## src/rtl/hazard_ctrl.sv

```systemverilog
// hazard_ctrl: load-use/mul-div stall and branch/jump flush control with stall/flush statistics
module hazard_ctrl #(
  parameter int MD_LATENCY = 4,
  parameter int CNT_W      = 16
) (
  input  logic             clk,
  input  logic             rst,
  input  logic [4:0]       id_rs,
  input  logic [4:0]       id_rt,
  input  logic             id_uses_rt,
  input  logic             ex_memread,
  input  logic [4:0]       ex_rt,
  input  logic             id_md_start,
  input  logic             id_md_use,
  input  logic             branch_taken,
  input  logic             jump,
  output logic             pc_ld,
  output logic             ifid_ld,
  output logic             ifid_flush,
  output logic             idex_bubble,
  output logic             md_busy,
  output logic [CNT_W-1:0] stall_cycles,
  output logic [CNT_W-1:0] flush_cycles
);
  localparam logic [0:0] RUN     = 1'b0;
  localparam logic [0:0] MD_WAIT = 1'b1;
  logic [0:0]       state_q, state_d;
  logic [3:0]       cnt_q, cnt_d;
  logic [CNT_W-1:0] stall_q, stall_d, flush_q, flush_d;
  logic             lu_haz, md_haz, stall, redirect, launch;
  always_comb begin
    lu_haz      = ex_memread & (ex_rt != 5'd0) & ((ex_rt == id_rs) | (id_uses_rt & (ex_rt == id_rt)));
    md_haz      = (state_q == MD_WAIT) & id_md_use;
    stall       = lu_haz | md_haz;
    redirect    = ~stall & (branch_taken | jump);
    launch      = (state_q == RUN) & id_md_start & ~lu_haz;
    pc_ld       = ~rst & ~stall;
    ifid_ld     = ~rst & ~stall;
    ifid_flush  = ~rst & redirect;
    idex_bubble = rst | stall;
    md_busy     = state_q == MD_WAIT;
    state_d     = (state_q == RUN) ? (launch ? MD_WAIT : RUN) : ((cnt_q == 4'd0) ? RUN : MD_WAIT);
    cnt_d       = launch ? 4'(MD_LATENCY - 1) : ((state_q == MD_WAIT && cnt_q != 4'd0) ? cnt_q - 4'd1 : cnt_q);
    stall_d     = (stall & ~&stall_q) ? stall_q + CNT_W'(1) : stall_q;
    flush_d     = (redirect & ~&flush_q) ? flush_q + CNT_W'(1) : flush_q;
  end
  always_ff @(posedge clk or posedge rst) begin
    if (rst) begin
      state_q <= RUN;
      cnt_q   <= 4'd0;
      stall_q <= '0;
      flush_q <= '0;
    end else begin
      state_q <= state_d;
      cnt_q   <= cnt_d;
      stall_q <= stall_d;
      flush_q <= flush_d;
    end
  end
  assign stall_cycles = stall_q;
  assign flush_cycles = flush_q;
endmodule

```

## config.mk

```make
export PLATFORM = sky130hd
export DESIGN_NAME = hazard_ctrl
export DESIGN_NICKNAME = d
export VERILOG_FILES = /design/src/rtl/hazard_ctrl.sv
export SDC_FILE = /design/constraint.sdc
export NUM_CORES = 1
export LEC_CHECK = 0
export BUFFER_PORTS_ARGS = -buffer_cell sky130_fd_sc_hd__buf_2
export CORE_ASPECT_RATIO = 1.5
export CORE_MARGIN = 2
export CORE_UTILIZATION = 35
export DETAILED_ROUTE_END_ITERATION = 7
export PLACE_DENSITY_LB_ADDON = 0.3
export SETUP_SLACK_MARGIN = 0.15
export SYNTH_ARGS = -nofsm -noshare
export SYNTH_HDL_FRONTEND = slang
export SYNTH_SLANG_ARGS = --single-unit
```

## constraint.sdc

```tcl
create_clock -name clk -period 1.7 [get_ports clk]
set_input_delay 0.085 -clock clk [delete_from_list [all_inputs] [get_ports clk]]
set_output_delay 0.085 -clock clk [all_outputs]
set_load 0.02 [all_outputs]
```

### Yosys cells after proc, flatten, opt, wreduce, memory -nomap -nowiden

Cells that the tools add are included.

* word-level logic and storage cells: 42
* input bits: 23
* memory bits (writable): 0
* memory bits (read-only): 0
* latch bits: 0
* flip-flop bits (word level): 37
* memories: 0

* multipliers: 0
* equality and inequality tests: 2
* add/sub/neg operators: 3
* bitwise operators: 19
* shift operators: 0
* reductions and logical operators: 9
* magnitude comparators: 0
* mux-type cells: 5
* div/mod/pow operators: 0

Operators with widths (number)
* 16-bit by 1-bit adder with 16-bit output, second input constant: 2
* 16-bit AND reduction: 2
* 1-bit bitwise AND: 11
* 5-bit == test: 2
* 4-bit 2-to-1 mux: 2
* 5-bit nonzero test: 1
* 4-bit logical NOT: 1
* 1-bit NOT: 4
* 1-bit OR: 4
* 4-bit nonzero test: 1
* 4-bit by 1-bit subtractor with 4-bit output, second input constant: 1
* 1-bit 2-to-1 mux: 3
* 1-bit logical NOT: 2
* 2-bit nonzero test: 1
* 1-bit logical AND: 1

### Longest topological paths before layout

Gate-level depths: netlist of run 1.

* word-level depth: 8
* gate-level depth with buffers: 8
* depth with buffers taken out: 7

### Least setup slack after synthesis of run 1

OpenSTA, ideal clock, no wires.

* path type: input -> output
* start: input port ex_rt[1]
* end: output port pc_ld
* path buffers: 2
* slack: -240 ps
* data arrival time: 1855 ps
* required time: 1615 ps
* stages on the path: 8
* cells stage by stage: or4_1 o21ai_2 inv_2 a21boi_4 buf_6 nand2_1 inv_1 buf_4

* longest elaborated chain between the ends: 7
* elaborated cells on any way between the ends: 10
* classes of those cells: 2 x eq/ne; 7 x bitwise; 1 x reduce/logical

RTL lines
* from (decl): RTL line 12 `input logic [4:0] ex_rt,`
* 5-bit == test: RTL line 32 `lu_haz = ex_memread & (ex_rt != 5'd0) & ((ex_rt == id_rs) | (id_uses_rt & (ex_rt == id_rt)));`
* 1-bit bitwise AND: RTL line 32
* 1-bit OR: RTL line 32
* 1-bit bitwise AND (*): RTL line 32
* 1-bit OR (*): RTL line 34 `stall = lu_haz | md_haz;`
* 1-bit NOT (*)
* 1-bit bitwise AND (*)
* to (decl): RTL line 17 `output logic pc_ld,`

Every way passes the cells marked *; elsewhere a longest branch is shown, timed or not.

### Final worst setup path of run 1

* start: register stall_q[0], in the netlist stall_cycles[0]
* end: register stall_q[1], in the netlist stall_cycles[1]

* longest elaborated chain between the ends: 3
* elaborated cells on any way between the ends: 4
* classes of those cells: 1 x add/sub; 1 x bitwise; 2 x reduce/logical

RTL lines
* from (decl): RTL line 29 `logic [CNT_W-1:0] stall_q, stall_d, flush_q, flush_d;`
* from (signal assigned): RTL line 56 `stall_q <= stall_d;`
* branches (longest 3 deep; another with 16-bit by 1-bit adder with 16-bit output)

Parallel ways; which one is timed is not known.
A chain may end at the register's enable or synchronous reset.

==> results.py, run 1 <==
metrics = {
    "place": {
        "hpwl_mm": 3.75,
        "port_buffers": 59,
        "placed_cells": 362,
        "place_area_mm2": 0.00279,
        "place_congestion": 0.748,
    },
    "timing": {
        "maxSlewHeadroom": 0.686,
        "max_slew.worst_pin.slew_ns": 0.472,
        "setup_viol": 2,
        "hold_viol_final": 0,
        "clock.fmax_mhz": 587,
        "grt_setup_unrepaired": "true",
        "worst_slack_ns": -0.00491,
        "finalMaxSlewViolations": 0,
        "skew_ns": 0.0118,
        "period_minus_slack_ns": 1.70,
        "period_share": 1.00,
    },
    "status": {
        "status": "finished with violations",
        "violations": "negative setup slack",
    },
    "hold_path": {
        "hp-class": "in2async",
    },
    "clock_network": {
        "cts_inserted_buffers": 5,
        "cts.clk_slew.worst_paths_ns": 0.08,
        "clockBufferDepth": 2,
        "hold_buffers": 0,
        "root_buffer": "clkbuf_8",
        "cts_tree": "built",
        "insertion_delay_ns": 0.29,
        "cts_max_level": 2,
        "clock-sinks": 37,
    },
    "finish": {
        "fin_area_mm2": 0.00338,
        "antenna_cells": 0,
        "layout-drive-gt1-share": 0.608,
        "fin_nets": 344,
        "final_cells": 389,
        "synthToLayoutAreaGrowth_pct": 70.6,
        "nFillCells": 474,
    },
    "setup_path": {
        "crit_path_max_fanout": 4,
        "crit_type": "reg2reg",
        "worst-endpoint-required_ns": 1.86,
        "crit_path_end_kind": "register",
        "critPathLaunchType": "register",
        "cp.arrival_ns": 1.87,
    },
    "synth": {
        "synth_warnings": 0,
        "avgSynthCellArea_um2": 9.95,
        "async_flop_share": 1.00,
        "synth_area_leaders": "dfrtp_1 (47%), xnor2_1 (13%), nand2_1 (4.6%), xor2_1 (4.4%), nand3_1 (3.8%)",
        "yosysMostFrequentCell": "dfrtp_1",
        "ys_seq_area_frac": 0.468,
        "netlist.top_cell.by_area": "dfrtp_1",
        "syn_inst": 199,
        "synthTopCellsByCount": "dfrtp_1 (37), xnor2_1 (29), nand2_1 (24)",
        "ys_ff_latch": 37,
        "synth.cell_area_mm2": 0.00198,
        "yosysUniqueCellTypes": 37,
        "synth_nets": 225,
        "yosysTopAreaCellShare": 0.468,
        "yosys_most_used_dff": "dfrtp_1",
        "synth_edf_count": 0,
    },
    "die": {
        "coreArea_mm2": 0.00545,
        "die_h_um": 96.1,
        "start_util": 0.363,
        "ios": 60,
        "die_area_mm2": 0.00629,
        "die_w_um": 65.4,
        "num_rows": 33,
    },
    "route": {
        "vias": 1911,
        "drt_iter0_markers": 147,
        "drt_wl_total_mm": 5.49,
        "final_antenna_net_count": 0,
        "drc": 0,
        "avgRoutedWirePerCell_um": 14.1,
        "dr.pass1.iters": 4,
        "viasPerCell": 4.91,
    },
    "power": {
        "p_total_uw": 3940,
        "power_density_mw_per_mm2": 1170,
        "vdd_ir_drop_max_mv": 0.499,
        "leakage_uw": 0.00166,
    },
    "run": {
        "cap_violations": 0,
    },
    "global_route": {
        "antenna_found_initial": 0,
        "grt_pass1_wl_mm": 8.38,
        "gr-total-overflow": 0,
        "grt_max_degree": 38,
        "grt_pass1_vias": 1914,
        "grt_usage": 0.173,
    },
}
[sequential cells by signal (all words and copies together) (netlist names)]
register	cells
cnt_q	4
flush_cycles	16
md_busy	1
stall_cycles	16
[worst max-delay path: stages, from the launching register on]
cell and delay [ns]:
dfrtp_2 0.41, ha_2 0.19, and3_1 0.17, a32oi_2 0.23, nand2_2 0.15, buf_4 0.17, mux2_2 0.26
[report_power, final]
group | switching [µW] | internal (µW) | leakage [µW]
Sequential | 217 | 1100 | 0.000458
Combinational | 990 | 990 | 0.00116
Clock | 306 | 331 | 0.0000455
[layout make-up]
class / count / area [µm²] / share of cell area
repair buffers: 115 / 820 / 0.243
flip-flops and latches: 37 / 940 / 0.278
multi-input cells: 150 / 1390 / 0.413
inverters: 9 / 46.3 / 0.0137
clock buffers: 8 / 90.1 / 0.0267
well taps: 70 / 87.6 / 0.0259
[cell usage in the layout, fill, tap and decap left out, types with 2 or more instances in the layout]
| master | Yosys | final |
|---|---|---|
| a31oi_1 | 3 | 3 |
| and2_1 | 4 | 4 |
| and3_1 | 7 | 5 |
| and3_4 | 0 | 3 |
| and4_4 | 0 | 3 |
| buf_12 | 0 | 2 |
| buf_2 | 0 | 53 |
| buf_4 | 2 | 47 |
| buf_6 | 1 | 9 |
| buf_8 | 0 | 4 |
| clkbuf_1 | 0 | 2 |
| clkbuf_8 | 0 | 6 |
| dfrtp_1 | 37 | 26 |
| dfrtp_2 | 0 | 11 |
| inv_1 | 8 | 7 |
| nand2_1 | 24 | 19 |
| nand2_2 | 1 | 5 |
| nand3_1 | 15 | 6 |
| nand3_2 | 1 | 4 |
| nand3_4 | 0 | 6 |
| nand4_1 | 7 | 7 |
| nor2_1 | 10 | 5 |
| nor2_2 | 0 | 2 |
| nor2_4 | 0 | 3 |
| nor3_1 | 11 | 2 |
| nor3_2 | 0 | 2 |
| nor3_4 | 0 | 7 |
| xnor2_1 | 29 | 22 |
| xnor2_2 | 0 | 7 |
| xor2_1 | 10 | 10 |
[final timing paths]
check                              endpoint             start  cells past startpoint  slack, ns
max                         stall_cycles[1]   stall_cycles[0]                      6     -0.005
min                        stall_cycles[11]               rst                      3       0.06
max reg2reg                 stall_cycles[1]   stall_cycles[0]                      6     -0.005
min reg2reg                flush_cycles[10]  flush_cycles[10]                      1       0.53
max in group asynchronous   flush_cycles[1]               rst                      3       1.28
min in group clk                   cnt_q[0]       id_md_start                      4       0.17
[per-stage QoR]
stage / setup TNS, ns / setup slack [ns] / hold slack [ns] / util
after floorplan: -0.137 / -0.0379 / 0.319 / -
after global placement: -0.600 / -0.110 / 0.405 / 0.512
after CTS: -0.255 / -0.0453 / 0.0837 / 0.562
after detailed placement: -1.36 / -0.145 / 0.404 / 0.512
after global routing: -0.722 / -0.0973 / 0.118 / 0.620
final: -0.00632 / -0.00491 / 0.0622 / 0.620
[routing by layer]
metal / track usage / share of wire
met2: 0.318 / 0.56
met1: 0.198 / 0.38
met5: 0 / 0
met4: 0.0625 / 0.017
met3: 0.0327 / 0.041
[kinds of logic (layout without fill, tap and decap cells)]
kind of cell / Yosys count / count (layout) / share of synthesized area
simple gates: 91 / 91 / 0.238
mux: 3 / 3 / 0.0183
fa+ha+maj: 3 / 3 / 0.0190
compound gates: 14 / 14 / 0.0544
xor+xnor: 39 / 39 / 0.173
flops: 37 / 37 / 0.468
buf+inv: 12 / 132 / 0.0303
[what timing repair did]
item	4_1_cts	5_1_grt
setup endpoints to repair	25	31
cloned	0	0
endpoints found under the hold margin	0	0
pin swaps	21	29
setup buffers	8	11
resized for setup	30	45
Power figures use the tool's default switching activity.
==> inputs of run 2 (changes only) <==
--- a/config.mk
+++ b/config.mk
@@ -11,6 +11,7 @@
 export CORE_UTILIZATION = 35
 export DETAILED_ROUTE_END_ITERATION = 7
 export PLACE_DENSITY_LB_ADDON = 0.3
+export REMOVE_ABC_BUFFERS = 1
 export SETUP_SLACK_MARGIN = 0.15
 export SYNTH_ARGS = -nofsm -noshare
 export SYNTH_HDL_FRONTEND = slang
==> results.py, run 2 (synthesis results as in run 1) <==
metrics = {
    "status": {
        "status": "finished with violations",
        "violations": "negative setup slack",
    },
    "setup_path": {
        "crit_path_max_fanout": 6,
        "cp.arrival_ns": 1.91,
        "crit_path_end_kind": "register",
        "worst-endpoint-required_ns": 1.90,
        "reg2reg_slack_ns": -0.006,
        "critPathLaunchType": "register",
        "crit_type": "reg2reg",
        "crit_slowest_cell": "dfrtp_1",
        "r2r_end": "stall_cycles[10]",
        "r2r-start": "stall_cycles[6]",
        "cp_cell_sequence": "and4_1 > and4_4 > a32oi_2 > nand2_2 > buf_8 > nor4_4 > xor2_1",
        "cp-endpoint": "stall_cycles[10]",
        "crit_path_max_incr_delay_ns": 0.38,
        "r2r_cells": 7,
        "cp-startpoint": "stall_cycles[6]",
    },
    "route": {
        "vias": 1932,
        "avgRoutedWirePerCell_um": 13.1,
        "drt_iter0_markers": 97,
        "dr.pass1.iters": 5,
        "viasPerCell": 4.88,
        "drt_wl_total_mm": 5.20,
        "final_antenna_net_count": 0,
        "drc": 0,
    },
    "die": {
        "coreArea_mm2": 0.00545,
        "die_area_mm2": 0.00629,
        "die_h_um": 96.1,
        "ios": 60,
        "num_rows": 33,
        "die_w_um": 65.4,
        "start_util": 0.363,
    },
    "power": {
        "vdd_ir_drop_max_mv": 0.514,
        "leakage_uw": 0.00163,
        "power_density_mw_per_mm2": 1190,
    },
    "finish": {
        "final_cells": 396,
        "layout_common_cells": "buf_4 (56), buf_2 (55), dfrtp_1 (36)",
        "antenna_cells": 0,
        "layout-drive-gt1-share": 0.546,
        "fin_area_mm2": 0.00324,
        "nFillCells": 496,
        "fin_nets": 351,
        "layout_commonest_cell": "buf_4",
        "synthToLayoutAreaGrowth_pct": 63.7,
    },
    "global_route": {
        "grt_pass1_wl_mm": 8.14,
        "grt_max_degree": 38,
        "grt_usage": 0.166,
        "gr-total-overflow": 0,
        "grt_pass1_vias": 1919,
        "antenna_found_initial": 0,
    },
    "timing": {
        "setup_viol": 1,
        "hold_viol_final": 0,
        "clock.fmax_mhz": 586,
        "worst_slack_ns": -0.00579,
        "period_minus_slack_ns": 1.71,
        "finalMaxSlewViolations": 0,
        "whs_ns": 0.181,
        "maxSlewHeadroom": 0.626,
        "skew_ns": 0.00601,
        "grt_setup_unrepaired": "true",
        "max_slew.worst_pin.slew_ns": 0.558,
        "final.setup.tns_ns": -0.00579,
        "period_share": 1.00,
    },
    "clock_network": {
        "cts.clk_slew.worst_paths_ns": 0.07,
        "clockBufferDepth": 2,
        "cts_max_level": 2,
        "insertion_delay_ns": 0.29,
        "cts_tree": "built",
        "clock-sinks": 37,
        "root_buffer": "clkbuf_8",
        "cts_inserted_buffers": 5,
    },
    "hold_path": {
        "hold_path_depth": 4,
        "hp-class": "in2reg",
    },
    "run": {
        "cap_violations": 0,
    },
    "place": {
        "place_congestion": 0.794,
        "place_area_mm2": 0.00268,
        "port_buffers": 59,
        "hpwl_mm": 3.72,
        "placed_cells": 371,
    },
}
run 2: cell types whose count changed in the layout (fill, tap and decap cells not counted), moves of 3 or more:
cell	change
buf_8	-3
xnor2_2	-6
nand3_1	+3
xnor2_1	+6
dfrtp_2	-10
buf_4	+9
dfrtp_1	+10
run 2: layout make-up:
| class | count | area, µm² | area share |
|---|---|---|---|
| clock buffers | 6 | 72.6 | 0.0224 |
| clock inverters | 2 | 10.0 | 0.00309 |
| inverters | 9 | 33.8 | 0.0104 |
| multi-input cells | 150 | 1280 | 0.394 |
| flip-flops and latches | 37 | 927 | 0.286 |
| well taps | 70 | 87.6 | 0.0270 |
| repair buffers | 122 | 831 | 0.256 |
run 2: timing repair:
| item | in CTS | in global routing |
|---|---|---|
| cloned | 1 | 0 |
| buffers inserted | 5 | 10 |
| hold endpoints to repair | 18 | 0 |
| pin swaps | 25 | 24 |
| endpoints found under the setup margin | 22 | 32 |
| hold buffers | 1 | 0 |
| resized for setup | 36 | 36 |
run 2: report_power, final:
| part | total [µW] | switching (µW) | leakage, µW | internal, µW |
|---|---|---|---|---|
| logic | 1990 | 1010 | 0.00112 | 980 |
| clock network | 591 | 307 | 0.0000450 | 284 |
| registers | 1260 | 164 | 0.000468 | 1090 |
run 2: metrics by stage:
step	power [µW]	utilization	setup slack, ns
final	3840	0.594	-0.00579
after floorplan	2100	-	-0.207
after global routing	4110	0.594	-0.0717
after CTS	3600	0.550	0.0532
after detailed placement	2840	0.492	-0.117
after global placement	2810	0.492	-0.0731
run 2: how the worst min path moves through the flow:
stage	from	slack, ns	end
global placement	rst	0.27	cnt_q[0]
detailed placement	rst	0.29	flush_cycles[0]
global route	id_md_start	0.20	cnt_q[0]
floorplan	rst	0.27	cnt_q[0]
CTS	id_md_start	0.17	cnt_q[0]
finish	id_md_start	0.18	cnt_q[0]
run 2: routing by layer:
layer  global-route usage  wire, µm  up-vias
met5                    0         0        -
met4               0.0747       162        0
met3               0.0316       223       16
met2                0.315      2830       53
met1                0.174      1980      918
li1                     -         -      945
run 2: worst max-delay path: cells and delay by family (launching register included):
family / cells / cell delay (ns)
xor gates and xnor gates: 1 / 0.19
DFF: 1 / 0.38
buffers and inverters: 1 / 0.18
AOI/OAI and AO/OA: 1 / 0.23
and+or+nand+nor: 4 / 0.65
==> inputs of run 3 (changes only) <==
--- a/config.mk
+++ b/config.mk
@@ -5,7 +5,7 @@
 export SDC_FILE = /design/constraint.sdc
 export NUM_CORES = 1
 export LEC_CHECK = 0
-export BUFFER_PORTS_ARGS = -buffer_cell sky130_fd_sc_hd__buf_2
+export BUFFER_PORTS_ARGS = -buffer_cell sky130_fd_sc_hd__buf_4
 export CORE_ASPECT_RATIO = 1.5
 export CORE_MARGIN = 2
 export CORE_UTILIZATION = 35
==> results.py, run 3 (synthesis results as in run 1) <==
metrics = {
    "clock_network": {
        "cts_inserted_buffers": 5,
        "clockBufferDepth": 2,
        "cts_tree": "built",
        "insertion_delay_ns": 0.30,
        "cts.clk_slew.worst_paths_ns": 0.08,
        "cts_max_level": 2,
        "clock-sinks": 37,
        "root_buffer": "clkbuf_8",
    },
    "global_route": {
        "met1_usage": 0.173,
        "grt_usage": 0.180,
        "top_usage_layer": "met2",
        "grt_max_degree": 38,
        "met3_usage": 0.0363,
        "grt_pass1_vias": 1983,
        "use_met2": 0.355,
        "antenna_found_initial": 0,
        "grt_pass1_wl_mm": 8.49,
        "gr-total-overflow": 0,
    },
    "status": {
        "status": "completed",
    },
    "setup_path": {
        "r2r_cells": 6,
        "r2r_end": "stall_cycles[1]",
        "worst-endpoint-required_ns": 1.88,
        "reg2reg_slack_ns": 0.02,
        "cp.arrival_ns": 1.85,
        "crit_type": "reg2reg",
        "r2r-start": "stall_cycles[9]",
        "critPathLaunchType": "register",
        "crit_path_end_kind": "register",
        "crit_path_max_fanout": 6,
    },
    "route": {
        "final_antenna_net_count": 0,
        "avgRoutedWirePerCell_um": 14.2,
        "drc": 0,
        "viasPerCell": 4.93,
        "dr.pass1.iters": 4,
        "drt_iter0_markers": 69,
        "drt_wl_total_mm": 5.65,
        "vias": 1956,
    },
    "timing": {
        "hold_viol_final": 0,
        "clock.fmax_mhz": 597,
        "period_share": 0.986,
        "grt_setup_unrepaired": "true",
        "max_slew.worst_pin.slew_ns": 0.486,
        "whs_ns": 0.162,
        "skew_ns": 0.0133,
        "period_minus_slack_ns": 1.68,
        "setup_viol": 0,
        "worst_slack_ns": 0.0245,
        "finalMaxSlewViolations": 0,
        "maxSlewHeadroom": 0.674,
    },
    "power": {
        "seqPwrFrac": 0.305,
        "vdd_ir_drop_max_mv": 0.624,
        "p_int_uw": 2570,
        "clkPwrFrac": 0.202,
        "netSwitchingFraction": 0.363,
        "leakage_uw": 0.00166,
        "switchingPower_uw": 1460,
        "pwr-share-comb": 0.494,
        "power_density_mw_per_mm2": 1180,
    },
    "die": {
        "die_area_mm2": 0.00629,
        "ios": 60,
        "die_w_um": 65.4,
        "start_util": 0.363,
        "num_rows": 33,
        "coreArea_mm2": 0.00545,
        "die_h_um": 96.1,
    },
    "hold_path": {
        "min_to": "cnt_q[0]",
        "min-delay-start": "id_md_start",
        "hold_path_depth": 4,
        "hp-class": "in2reg",
    },
    "place": {
        "hpwl_mm": 3.95,
        "port_buffers": 59,
        "dpl_worst_slack_ns": -0.124,
        "place_congestion": 0.803,
    },
    "finish": {
        "synthToLayoutAreaGrowth_pct": 72.8,
        "layout_commonest_cell": "buf_4",
        "layout_common_cells": "buf_4 (110), dfrtp_1 (37), xnor2_1 (28)",
        "fin_nets": 352,
        "layout-drive-gt1-share": 0.554,
        "antenna_cells": 0,
    },
    "run": {
        "cap_violations": 0,
    },
}
-- run 3: cell count changes in the layout (fill, tap and decap cells not counted), moves of 2 or more --
cell | previous run | this run
buf_4 | 56 | 110
buf_2 | 55 | 0
clkinv_2 | 2 | 0
and3_4 | 2 | 4
nor3_4 | 7 | 5
nand3_4 | 4 | 2
and3_1 | 6 | 4
nor2_4 | 2 | 4
nand3_2 | 3 | 6
-- run 3: routing by layer --
metal / vias to the layer above / routed length [µm]
met5: - / 0
met4: 0 / 126
met3: 11 / 217
met2: 58 / 3270
met1: 947 / 2040
li1: 940 / -
-- run 3: layout make-up --
cell class	count	area (µm²)
fillers	455	2030
multi-input cells	150	1270
repair buffers	123	987
flip-flops and latches	37	926
well taps	70	87.6
clock buffers	6	82.6
clock inverters	2	37.5
inverters	9	33.8
-- run 3: how the worst max path moves through the flow --
stage	from	endpoint	slack, ns	cells past startpoint
floorplan	ex_rt[1]	ifid_flush	-0.21	6
global placement	ex_rt[1]	flush_cycles[7]	-0.09	8
detailed placement	ex_rt[1]	flush_cycles[14]	-0.12	8
CTS	stall_cycles[6]	stall_cycles[11]	0.04	7
global route	stall_cycles[1]	stall_cycles[10]	-0.01	7
finish	stall_cycles[9]	stall_cycles[1]	0.02	6
-- run 3: repair_timing --
action                                  CTS  global route
hold buffers                              1             0
hold endpoints to repair                 37             0
endpoints found under the setup margin   24            31
gates resized for setup                  38            35
buffers inserted                          9             5
pin swaps                                22            29
gates cloned                              1             0
-- run 3: worst max-delay path, stage by stage (launching register included) --
cell     delay [ns]
dfrtp_1        0.37
and4_1         0.22
and4_4         0.23
a32oi_2        0.12
nand2_2        0.13
buf_6          0.16
mux2_2         0.34
-- run 3: per-stage QoR --
stage	utilization	power [µW]	TNS (ns)	instances	area [µm²]
5_1_grt	0.628	4280	-0.0227	397	3420
4_1_cts	0.594	3940	0	392	3240
3_3_place_gp	0.524	2960	-0.963	373	2860
2_1_floorplan	-	2100	-2.20	196	1950
3_5_place_dp	0.524	3000	-2.10	373	2860
6_report	0.628	4040	0	397	3420
-- run 3: power by group through the flow --
stage	clock [µW]	combinational [µW]	sequential, µW
2_1_floorplan	0	601	1500
3_5_place_dp	0	1770	1230
4_1_cts	825	1900	1220
6_report	814	1990	1230
5_1_grt	864	2160	1250
3_3_place_gp	0	1740	1220
